===== config.mk =====
export PLATFORM = sky130hd
export DESIGN_NAME = axi4_stream_pkt_trunc_flat
export DESIGN_NICKNAME = d
export VERILOG_FILES = /design/src/rtl/axi4_stream_pkt_trunc_pkg.sv /design/src/rtl/axi4_stream_pkt_trunc_if.sv /design/src/rtl/axi4_stream_pkt_trunc_byte_cnt.sv /design/src/rtl/axi4_stream_pkt_trunc.sv /design/src/flat_wrapper.sv
export SDC_FILE = /design/constraint.sdc
export NUM_CORES = 1
export LEC_CHECK = 0
export BUFFER_PORTS_ARGS = -buffer_cell sky130_fd_sc_hd__buf_2
export CAP_MARGIN = 40
export CORE_MARGIN = 8
export CORE_UTILIZATION = 45
export CTS_BUF_LIST = sky130_fd_sc_hd__clkbuf_4
export DETAILED_ROUTE_END_ITERATION = 10
export GPL_ROUTABILITY_DRIVEN = 0
export GPL_TIMING_DRIVEN = 0
export PLACE_DENSITY_LB_ADDON = 0.3
export SLEW_MARGIN = 15
export SYNTH_ARGS = -nofsm -noshare
export SYNTH_HDL_FRONTEND = slang
export SYNTH_SLANG_ARGS = --single-unit

===== constraint.sdc =====
create_clock -name clk_i -period 4.35 [get_ports clk_i]
set_input_delay 0.435 -clock clk_i [delete_from_list [all_inputs] [get_ports clk_i]]
set_output_delay 0.435 -clock clk_i [all_outputs]
set_load 0.1 [all_outputs]

===== src/rtl/axi4_stream_pkt_trunc_pkg.sv =====
// Shared definitions for the AXI4-Stream packet truncator and its helpers:
// the FSM state type plus the byte-counting and keep-masking functions.
package axi4_stream_pkg;

    // Widest tkeep the helper functions accept (1024-bit tdata).
    localparam int MAX_KEEP_W = 128;

    typedef enum logic [0:0] {
        PASS_S  = 1'b0,
        DRAIN_S = 1'b1
    } trunc_state_e;

    // Number of set bits in a byte-enable vector.
    function automatic logic [7:0] popcount(input logic [MAX_KEEP_W-1:0] v);
        logic [7:0] c;
        c = '0;
        for (int i = 0; i < MAX_KEEP_W; i++) begin
            c = c + 8'(v[i]);
        end
        return c;
    endfunction

    // Byte-enable mask with the low n lanes set.
    function automatic logic [MAX_KEEP_W-1:0] mask_low(input int unsigned n);
        logic [MAX_KEEP_W-1:0] m;
        m = '0;
        for (int unsigned i = 0; i < MAX_KEEP_W; i++) begin
            m[i] = (i < n);
        end
        return m;
    endfunction

endpackage


===== src/rtl/axi4_stream_pkt_trunc_if.sv =====
// AXI4-Stream bundle with master/slave views.
interface axi4_stream_if #(
    parameter int DATA_WIDTH = 32,
    parameter int ID_WIDTH   = 1,
    parameter int DEST_WIDTH = 1,
    parameter int USER_WIDTH = 1
);
    localparam int KEEP_WIDTH = DATA_WIDTH / 8;

    logic                  tvalid;
    logic                  tready;
    logic [DATA_WIDTH-1:0] tdata;
    logic [KEEP_WIDTH-1:0] tkeep;
    logic [KEEP_WIDTH-1:0] tstrb;
    logic                  tlast;
    logic [ID_WIDTH-1:0]   tid;
    logic [DEST_WIDTH-1:0] tdest;
    logic [USER_WIDTH-1:0] tuser;

    modport master (
        output tvalid, tdata, tkeep, tstrb, tlast, tid, tdest, tuser,
        input  tready
    );

    modport slave (
        input  tvalid, tdata, tkeep, tstrb, tlast, tid, tdest, tuser,
        output tready
    );

endinterface


===== src/rtl/axi4_stream_pkt_trunc_byte_cnt.sv =====
// Counts the valid bytes of one beat (tkeep | tstrb). Shared with the fragmenter.
module axi4_stream_byte_cnt
    import axi4_stream_pkg::*;
#(
    parameter int KEEP_WIDTH     = 4,
    parameter int BYTE_CNT_WIDTH = $clog2(KEEP_WIDTH)
) (
    input  logic [KEEP_WIDTH-1:0]   tkeep,
    input  logic [KEEP_WIDTH-1:0]   tstrb,
    output logic [BYTE_CNT_WIDTH:0] byte_cnt
);

    logic [MAX_KEEP_W-1:0] lanes;

    // Zero-extend the lane enables to the helper width and count them.
    always_comb begin
        lanes                 = '0;
        lanes[KEEP_WIDTH-1:0] = tkeep | tstrb;
        byte_cnt              = (BYTE_CNT_WIDTH+1)'(popcount(lanes));
    end

endmodule


===== src/rtl/axi4_stream_pkt_trunc.sv =====
// AXI4-Stream packet truncator: caps each packet at max_pkt_size_i bytes,
// closes oversize packets with a masked tlast beat and drops the remainder.
// One registered output stage, full throughput.
// Optional feature: define AXI4_STREAM_PKT_TRUNC_CNT_EN to add trunc_cnt_o,
// a saturating count of truncated packets.
module axi4_stream_pkt_trunc
    import axi4_stream_pkg::*;
#(
    parameter int DATA_WIDTH     = 32,
    parameter int ID_WIDTH       = 1,
    parameter int DEST_WIDTH     = 1,
    parameter int USER_WIDTH     = 1,
    parameter int MAX_PKT_SIZE_B = 2048,
    parameter int PKT_SIZE_WIDTH = $clog2(MAX_PKT_SIZE_B)
) (
    input  logic                    clk_i,
    input  logic                    rst_n_i,
    input  logic [PKT_SIZE_WIDTH:0] max_pkt_size_i,
    axi4_stream_if.slave            pkt_i,
    axi4_stream_if.master           pkt_o,
    output logic                    trunc_o
`ifdef AXI4_STREAM_PKT_TRUNC_CNT_EN
    ,
    output logic [31:0]             trunc_cnt_o
`endif
);

    localparam int KEEP_W = DATA_WIDTH / 8;
    localparam int BCW    = $clog2(KEEP_W);
    localparam int CW     = PKT_SIZE_WIDTH + 1;

    trunc_state_e state, state_next;

    logic [CW-1:0]         byte_cnt;
    logic [CW-1:0]         byte_cnt_next;
    logic [CW-1:0]         limit_reg;
    logic [CW-1:0]         limit;
    logic [CW-1:0]         sum;
    logic [CW-1:0]         room;
    logic                  first_beat;
    logic [BCW:0]          rx_bytes;
    logic                  in_ready;
    logic                  accept;
    logic                  pass_write;
    logic                  over;
    logic                  cut;
    logic [KEEP_W-1:0]     keep_mask;
    logic [KEEP_W-1:0]     out_keep;
    logic [KEEP_W-1:0]     out_strb;
    logic                  out_last;
    logic [ID_WIDTH-1:0]   out_id;
    logic [DEST_WIDTH-1:0] out_dest;
    logic [USER_WIDTH-1:0] out_user;

    axi4_stream_byte_cnt #(
        .KEEP_WIDTH    (KEEP_W),
        .BYTE_CNT_WIDTH(BCW)
    ) u_byte_cnt (
        .tkeep   (pkt_i.tkeep),
        .tstrb   (pkt_i.tstrb),
        .byte_cnt(rx_bytes)
    );

    assign pkt_i.tready = in_ready;
    assign accept       = pkt_i.tvalid && in_ready;

    // State register.
    always_ff @(posedge clk_i or negedge rst_n_i) begin
        if (!rst_n_i) state <= PASS_S;
        else          state <= state_next;
    end

    // Next state: enter DRAIN_S on a mid-packet cut, leave it on the dropped tlast.
    always_comb begin
        state_next = state;
        case (state)
            PASS_S:  if (accept && over && !pkt_i.tlast) state_next = DRAIN_S;
            DRAIN_S: if (accept && pkt_i.tlast)          state_next = PASS_S;
            default: state_next = PASS_S;
        endcase
    end

    // Beat shaping: the limit in force is the live input on a first beat and
    // the latched copy afterwards; crossing it masks the keep lanes down to the
    // bytes still allowed and forces tlast.
    always_comb begin
        in_ready      = (state == DRAIN_S) ? 1'b1 : (!pkt_o.tvalid || pkt_o.tready);
        pass_write    = accept && (state == PASS_S);
        limit         = first_beat ? max_pkt_size_i : limit_reg;
        sum           = byte_cnt + CW'(rx_bytes);
        over          = (limit != '0) && (sum >= limit);
        room          = limit - byte_cnt;
        keep_mask     = over ? KEEP_W'(mask_low(32'(room))) : '1;
        out_keep      = pkt_i.tkeep & keep_mask;
        out_strb      = pkt_i.tstrb & keep_mask;
        out_last      = pkt_i.tlast || over;
        cut           = over && (!pkt_i.tlast || (sum > limit));
        byte_cnt_next = (pkt_i.tlast || over) ? '0 : sum;
        out_id        = pkt_i.tid;
        out_dest      = pkt_i.tdest;
        out_user      = pkt_i.tuser;
    end

    // Packet bookkeeping: latch the limit on the first beat, track bytes
    // forwarded so far, and re-arm the first-beat flag after every tlast.
    always_ff @(posedge clk_i or negedge rst_n_i) begin
        if (!rst_n_i) begin
            byte_cnt   <= '0;
            limit_reg  <= '0;
            first_beat <= 1'b1;
        end else if (accept) begin
            if (first_beat) limit_reg <= max_pkt_size_i;
            first_beat <= pkt_i.tlast;
            if (state == PASS_S) byte_cnt <= byte_cnt_next;
        end
    end

    // Output register: load on a forwarded beat, otherwise empty once taken.
    always_ff @(posedge clk_i or negedge rst_n_i) begin
        if (!rst_n_i) begin
            pkt_o.tvalid <= 1'b0;
            pkt_o.tdata  <= '0;
            pkt_o.tkeep  <= '0;
            pkt_o.tstrb  <= '0;
            pkt_o.tlast  <= 1'b0;
            pkt_o.tid    <= '0;
            pkt_o.tdest  <= '0;
            pkt_o.tuser  <= '0;
            trunc_o      <= 1'b0;
        end else begin
            trunc_o <= pass_write && cut;
            if (pass_write) begin
                pkt_o.tvalid <= 1'b1;
                pkt_o.tdata  <= pkt_i.tdata;
                pkt_o.tkeep  <= out_keep;
                pkt_o.tstrb  <= out_strb;
                pkt_o.tlast  <= out_last;
                pkt_o.tid    <= out_id;
                pkt_o.tdest  <= out_dest;
                pkt_o.tuser  <= out_user;
            end else if (pkt_o.tready) begin
                pkt_o.tvalid <= 1'b0;
            end
        end
    end

`ifdef AXI4_STREAM_PKT_TRUNC_CNT_EN
    // Saturating truncation counter, stepping together with the trunc_o pulse.
    always_ff @(posedge clk_i or negedge rst_n_i) begin
        if (!rst_n_i)                                trunc_cnt_o <= '0;
        else if (pass_write && cut && (trunc_cnt_o != '1)) trunc_cnt_o <= trunc_cnt_o + 32'd1;
    end
`endif

endmodule


===== src/flat_wrapper.sv =====
// flat-port wrapper written by rule: the top's interface ports become plain ports
module axi4_stream_pkt_trunc_flat import axi4_stream_pkg::*;
#(
    parameter int DATA_WIDTH     = 32,
    parameter int ID_WIDTH       = 1,
    parameter int DEST_WIDTH     = 1,
    parameter int USER_WIDTH     = 1,
    parameter int MAX_PKT_SIZE_B = 2048,
    parameter int PKT_SIZE_WIDTH = $clog2(MAX_PKT_SIZE_B)
)
  (clk_i, rst_n_i, max_pkt_size_i, trunc_o, pkt_i_tvalid, pkt_i_tdata, pkt_i_tkeep, pkt_i_tstrb, pkt_i_tlast, pkt_i_tid, pkt_i_tdest, pkt_i_tuser, pkt_i_tready, pkt_o_tvalid, pkt_o_tdata, pkt_o_tkeep, pkt_o_tstrb, pkt_o_tlast, pkt_o_tid, pkt_o_tdest, pkt_o_tuser, pkt_o_tready);
  axi4_stream_if #(.DATA_WIDTH(DATA_WIDTH), .ID_WIDTH(ID_WIDTH), .DEST_WIDTH(DEST_WIDTH), .USER_WIDTH(USER_WIDTH)) pkt_i_i ();
  axi4_stream_if #(.DATA_WIDTH(DATA_WIDTH), .ID_WIDTH(ID_WIDTH), .DEST_WIDTH(DEST_WIDTH), .USER_WIDTH(USER_WIDTH)) pkt_o_i ();
  input  logic clk_i;
  input  logic rst_n_i;
  input  logic [PKT_SIZE_WIDTH:0] max_pkt_size_i;
  output logic trunc_o;
  input wire logic [$bits(pkt_i_i.tvalid)-1:0] pkt_i_tvalid;
  input wire logic [$bits(pkt_i_i.tdata)-1:0] pkt_i_tdata;
  input wire logic [$bits(pkt_i_i.tkeep)-1:0] pkt_i_tkeep;
  input wire logic [$bits(pkt_i_i.tstrb)-1:0] pkt_i_tstrb;
  input wire logic [$bits(pkt_i_i.tlast)-1:0] pkt_i_tlast;
  input wire logic [$bits(pkt_i_i.tid)-1:0] pkt_i_tid;
  input wire logic [$bits(pkt_i_i.tdest)-1:0] pkt_i_tdest;
  input wire logic [$bits(pkt_i_i.tuser)-1:0] pkt_i_tuser;
  output wire logic [$bits(pkt_i_i.tready)-1:0] pkt_i_tready;
  output wire logic [$bits(pkt_o_i.tvalid)-1:0] pkt_o_tvalid;
  output wire logic [$bits(pkt_o_i.tdata)-1:0] pkt_o_tdata;
  output wire logic [$bits(pkt_o_i.tkeep)-1:0] pkt_o_tkeep;
  output wire logic [$bits(pkt_o_i.tstrb)-1:0] pkt_o_tstrb;
  output wire logic [$bits(pkt_o_i.tlast)-1:0] pkt_o_tlast;
  output wire logic [$bits(pkt_o_i.tid)-1:0] pkt_o_tid;
  output wire logic [$bits(pkt_o_i.tdest)-1:0] pkt_o_tdest;
  output wire logic [$bits(pkt_o_i.tuser)-1:0] pkt_o_tuser;
  input wire logic [$bits(pkt_o_i.tready)-1:0] pkt_o_tready;
  assign pkt_i_i.tvalid = pkt_i_tvalid;
  assign pkt_i_i.tdata = pkt_i_tdata;
  assign pkt_i_i.tkeep = pkt_i_tkeep;
  assign pkt_i_i.tstrb = pkt_i_tstrb;
  assign pkt_i_i.tlast = pkt_i_tlast;
  assign pkt_i_i.tid = pkt_i_tid;
  assign pkt_i_i.tdest = pkt_i_tdest;
  assign pkt_i_i.tuser = pkt_i_tuser;
  assign pkt_i_tready = pkt_i_i.tready;
  assign pkt_o_tvalid = pkt_o_i.tvalid;
  assign pkt_o_tdata = pkt_o_i.tdata;
  assign pkt_o_tkeep = pkt_o_i.tkeep;
  assign pkt_o_tstrb = pkt_o_i.tstrb;
  assign pkt_o_tlast = pkt_o_i.tlast;
  assign pkt_o_tid = pkt_o_i.tid;
  assign pkt_o_tdest = pkt_o_i.tdest;
  assign pkt_o_tuser = pkt_o_i.tuser;
  assign pkt_o_i.tready = pkt_o_tready;
  axi4_stream_pkt_trunc #(.DATA_WIDTH(DATA_WIDTH), .ID_WIDTH(ID_WIDTH), .DEST_WIDTH(DEST_WIDTH), .USER_WIDTH(USER_WIDTH), .MAX_PKT_SIZE_B(MAX_PKT_SIZE_B), .PKT_SIZE_WIDTH(PKT_SIZE_WIDTH)) u_core (.clk_i(clk_i), .rst_n_i(rst_n_i), .max_pkt_size_i(max_pkt_size_i), .pkt_i(pkt_i_i), .pkt_o(pkt_o_i), .trunc_o(trunc_o));
endmodule

==> flow_summary.json <==
{
  "seq_area_um2": 1800,
  "antenna_found_initial": 1,
  "p_seq_share_pct": 25.1,
  "totalWireLength_mm": 10.8,
  "fp.dieW_um": 111,
  "synth_cell_type_count": 50,
  "worstPathMaxFanout": 10,
  "place_inst": 681,
  "synth_top_area_cell": "dfrtp_1",
  "period_needed_ns": 4.12,
  "synth-compound-area-share_pct": 11.1,
  "syn_nets": 554,
  "ys_seq_area_share_pct": 44.5,
  "antenna_cells": 0,
  "setup_viol": 0,
  "synthAdderAreaFrac_pct": 9.39,
  "grt_use_total_pct": 17.4,
  "worstPathArrival_ns": 4.48,
  "crit_path_end_kind": "flip-flop",
  "place_hpwl_mm": 8.53,
  "cts_root_buf": "clkbuf_4",
  "wl_per_cell_um": 15.4,
  "critical_path.max_stage_delay_ns": 0.46,
  "fmax_ghz": 0.243,
  "vias_per_cell": 5.19,
  "grt_pass1_vias": 3497,
  "synth_common_cells": "nand2_1 (140), dfrtp_1 (71), inv_1 (29), o21ai_0 (29), ha_1 (24)",
  "nFillCells": 795,
  "crit_chain": "buf_2 > nor2_1 > fa_1 > inv_1 > fa_1 > a21o_1 > nand2_1 > nor3_4 > nand3_1 > xnor2_2 > ha_1 > a21oi_1 > o21ai_0 > a2111oi_1 > a21oi_2 > nor3_4 > clkbuf_4 > o21ai_0 > o21ai_0",
  "synth_area_um2": 4050,
  "final_cells": 698,
  "cts_tree": "built",
  "utilization_pct": 56.9,
  "yosys.area_share.simple_pct": 22.6,
  "p_sw_mw": 2.27,
  "core.rowCount": 34,
  "postSynthAreaPerCell_um2": 8.69,
  "multiInputGateArea_um2": 2090,
  "yosys_warnings": 0,
  "dieArea_um2": 12300,
  "holdCritPathClass": "in -> reg",
  "muxShareOfSynthArea_pct": 4.94,
  "clock_skew_ns": 0.0198,
  "hold_viol_final": 0,
  "worst_pin_slew_ns": 0.623,
  "numPortBuffers": 106,
  "die_h_um": 111,
  "largest_register_ffs": 32,
  "clk_pin_slew_worst_paths_ns": 0.14,
  "insertion_delay_ns": 0.43,
  "final_nets": 673,
  "grt_max_degree": 59,
  "start_util_pct": 46.5,
  "slew_violations": 0,
  "synth_area_leaders": "dfrtp_1 (44%), nand2_1 (13%), ha_1 (7.4%)",
  "ant_nets": 0,
  "crit_type": "in -> reg",
  "crit_required_ns": 4.71,
  "maxSlewHeadroom_pct": 58.3,
  "power.leakage_nw": 2.62,
  "drive_above_1_share_pct": 23.9,
  "drv_cap": 0,
  "clock_path_buffers": 2,
  "fin_crit_sh_pct": 94.8,
  "crit_path_top_delay_cell": "fa_1",
  "cts_max_level": 3,
  "swShare_pct": 56.4,
  "peakVddDrop_uv": 482,
  "ioPinCount": 107,
  "start_kind": "input pin",
  "synth_flop_cell": "dfrtp_1",
  "p_comb_share_pct": 62.6,
  "core_um2": 8720,
  "drt-pass1-iter-count": 5,
  "ys_ff_latch": 72,
  "synth_most_common_cell": "nand2_1",
  "overflow": 0,
  "cts_buffers": 9,
  "p_total_mw": 4.04,
  "cts_sinks": 72,
  "netlist.area_leader.share_pct": 43.9,
  "p_per_area_nw_per_um2": 813,
  "syn_inst": 466,
  "grt_pass1_wl_mm": 17.5,
  "intPower_mw": 1.76,
  "outcome": "complete, no violations",
  "clkPwrFrac_pct": 12.3,
  "synth_top_family_by_area": "simple AND/OR/NAND/NOR gates",
  "drt_iter0_markers": 287,
  "critical_path.most_common_cell": "o21ai_0",
  "areaGrowthSynthToFinish_pct": 22.5,
  "vias": 3621,
  "async_reset_ff_share_pct": 100,
  "drc": 0,
  "synth_enable_flop_cells": 0,
  "synth_xor_area_share_pct": 2.81
}
power groups by stage:
stage	Combinational (mW)	Clock (mW)	Sequential [mW]
final	2.53	0.495	1.01
after global routing	2.72	0.538	1.04
after CTS	2.53	0.505	1.01
after detailed placement	2.52	0	1.03
after global placement	2.47	0	1.02
after floorplan	1.03	0	2.02
layer usage:
layer / share of wire [%] / global-route usage [%] / wire [um]
met5: 0.11 / 0 / 12
met3: 7.7 / 5.19 / 824
met4: 1.1 / 5.68 / 122
met2: 48 / 28.4 / 5130
met1: 43 / 21.3 / 4680
stage by stage:
step	instance area, um^2	hold slack [ns]	setup WS, ns	setup TNS, ns
6_report	4960	0.167	0.228	0
5_1_grt	4960	0.139	-0.0489	-0.0722
4_1_cts	4930	0.150	0.00551	0
3_5_place_dp	4750	0.308	-0.790	-11.28
3_3_place_gp	4720	0.452	-0.660	-8.86
2_1_floorplan	4050	0.139	0.286	0
cell type report:
| class | instances | area share (%) |
|---|---|---|
| Tap cell | 108 | 2.72 |
| Inverter | 30 | 2.27 |
| Sequential cell | 72 | 36.3 |
| Timing Repair Buffer | 109 | 11.6 |
| Clock buffer | 10 | 1.51 |
| Clock inverter | 6 | 1.84 |
| Multi-Input combinational cell | 346 | 42.2 |
| Buffer | 17 | 1.51 |
critical path: cells and delay by family:
family | cells | cell delay (ns)
compound gates | 7 | 1.21
fa+ha+maj | 3 | 1.02
simple gates | 5 | 1.14
xor+xnor | 1 | 0.19
buf+inv | 3 | 0.46
cell usage in the layout, fill, tap and decap left out, types with 3 or more instances in the layout:
cell and instances:
dfrtp_1 71, clkbuf_1 12, nand4_1 6, nor2_1 21, xnor2_1 10, fa_1 4, a31oi_1 6, nand2_1 140
or2_2 3, mux2i_1 20, buf_4 3, nor4_1 3, clkbuf_4 11, nor2b_1 3, a21oi_1 17, inv_1 29
nand2b_1 5, a211oi_1 3, nand3_1 9, nor3_1 6, ha_1 24, buf_2 108, o21ai_0 29
timing repair:
action	CTS	global route
endpoints found under the setup margin	11	19
hold buffers	1	0
pin swaps	0	2
gates resized for setup	2	6
hold endpoints to repair	14	0
gates cloned	0	0
setup buffers	0	1
logic make-up after synthesis:
kind of cell | after synthesis
adder cells (fa/ha/maj) | 28
flip-flops | 72
AND/OR/NAND/NOR | 211
XOR/XNOR | 13
AO/OA/AOI/OAI | 74
buffers and inverters | 48
multiplexers | 20
worst paths after layout:
check | start | to | slack [ns] | cells after the start
hold / removal | pkt_i_tdata[13] | u_core.pkt_o.tdata[13] | 0.17 | 3
hold reg to reg | u_core.pkt_o.tdata[5] | u_core.pkt_o.tdata[5] | 0.48 | 2
setup / recovery | pkt_i_tstrb[1] | u_core.byte_cnt[2] | 0.23 | 19
setup reg to reg | u_core.first_beat | u_core.pkt_o.tstrb[0] | 0.47 | 13
min in group asynchronous | rst_n_i | u_core.pkt_o.tdata[15] | 0.37 | 2
max in group asynchronous | rst_n_i | u_core.first_beat | 3.37 | 3
(Power assumes the default switching activity.)
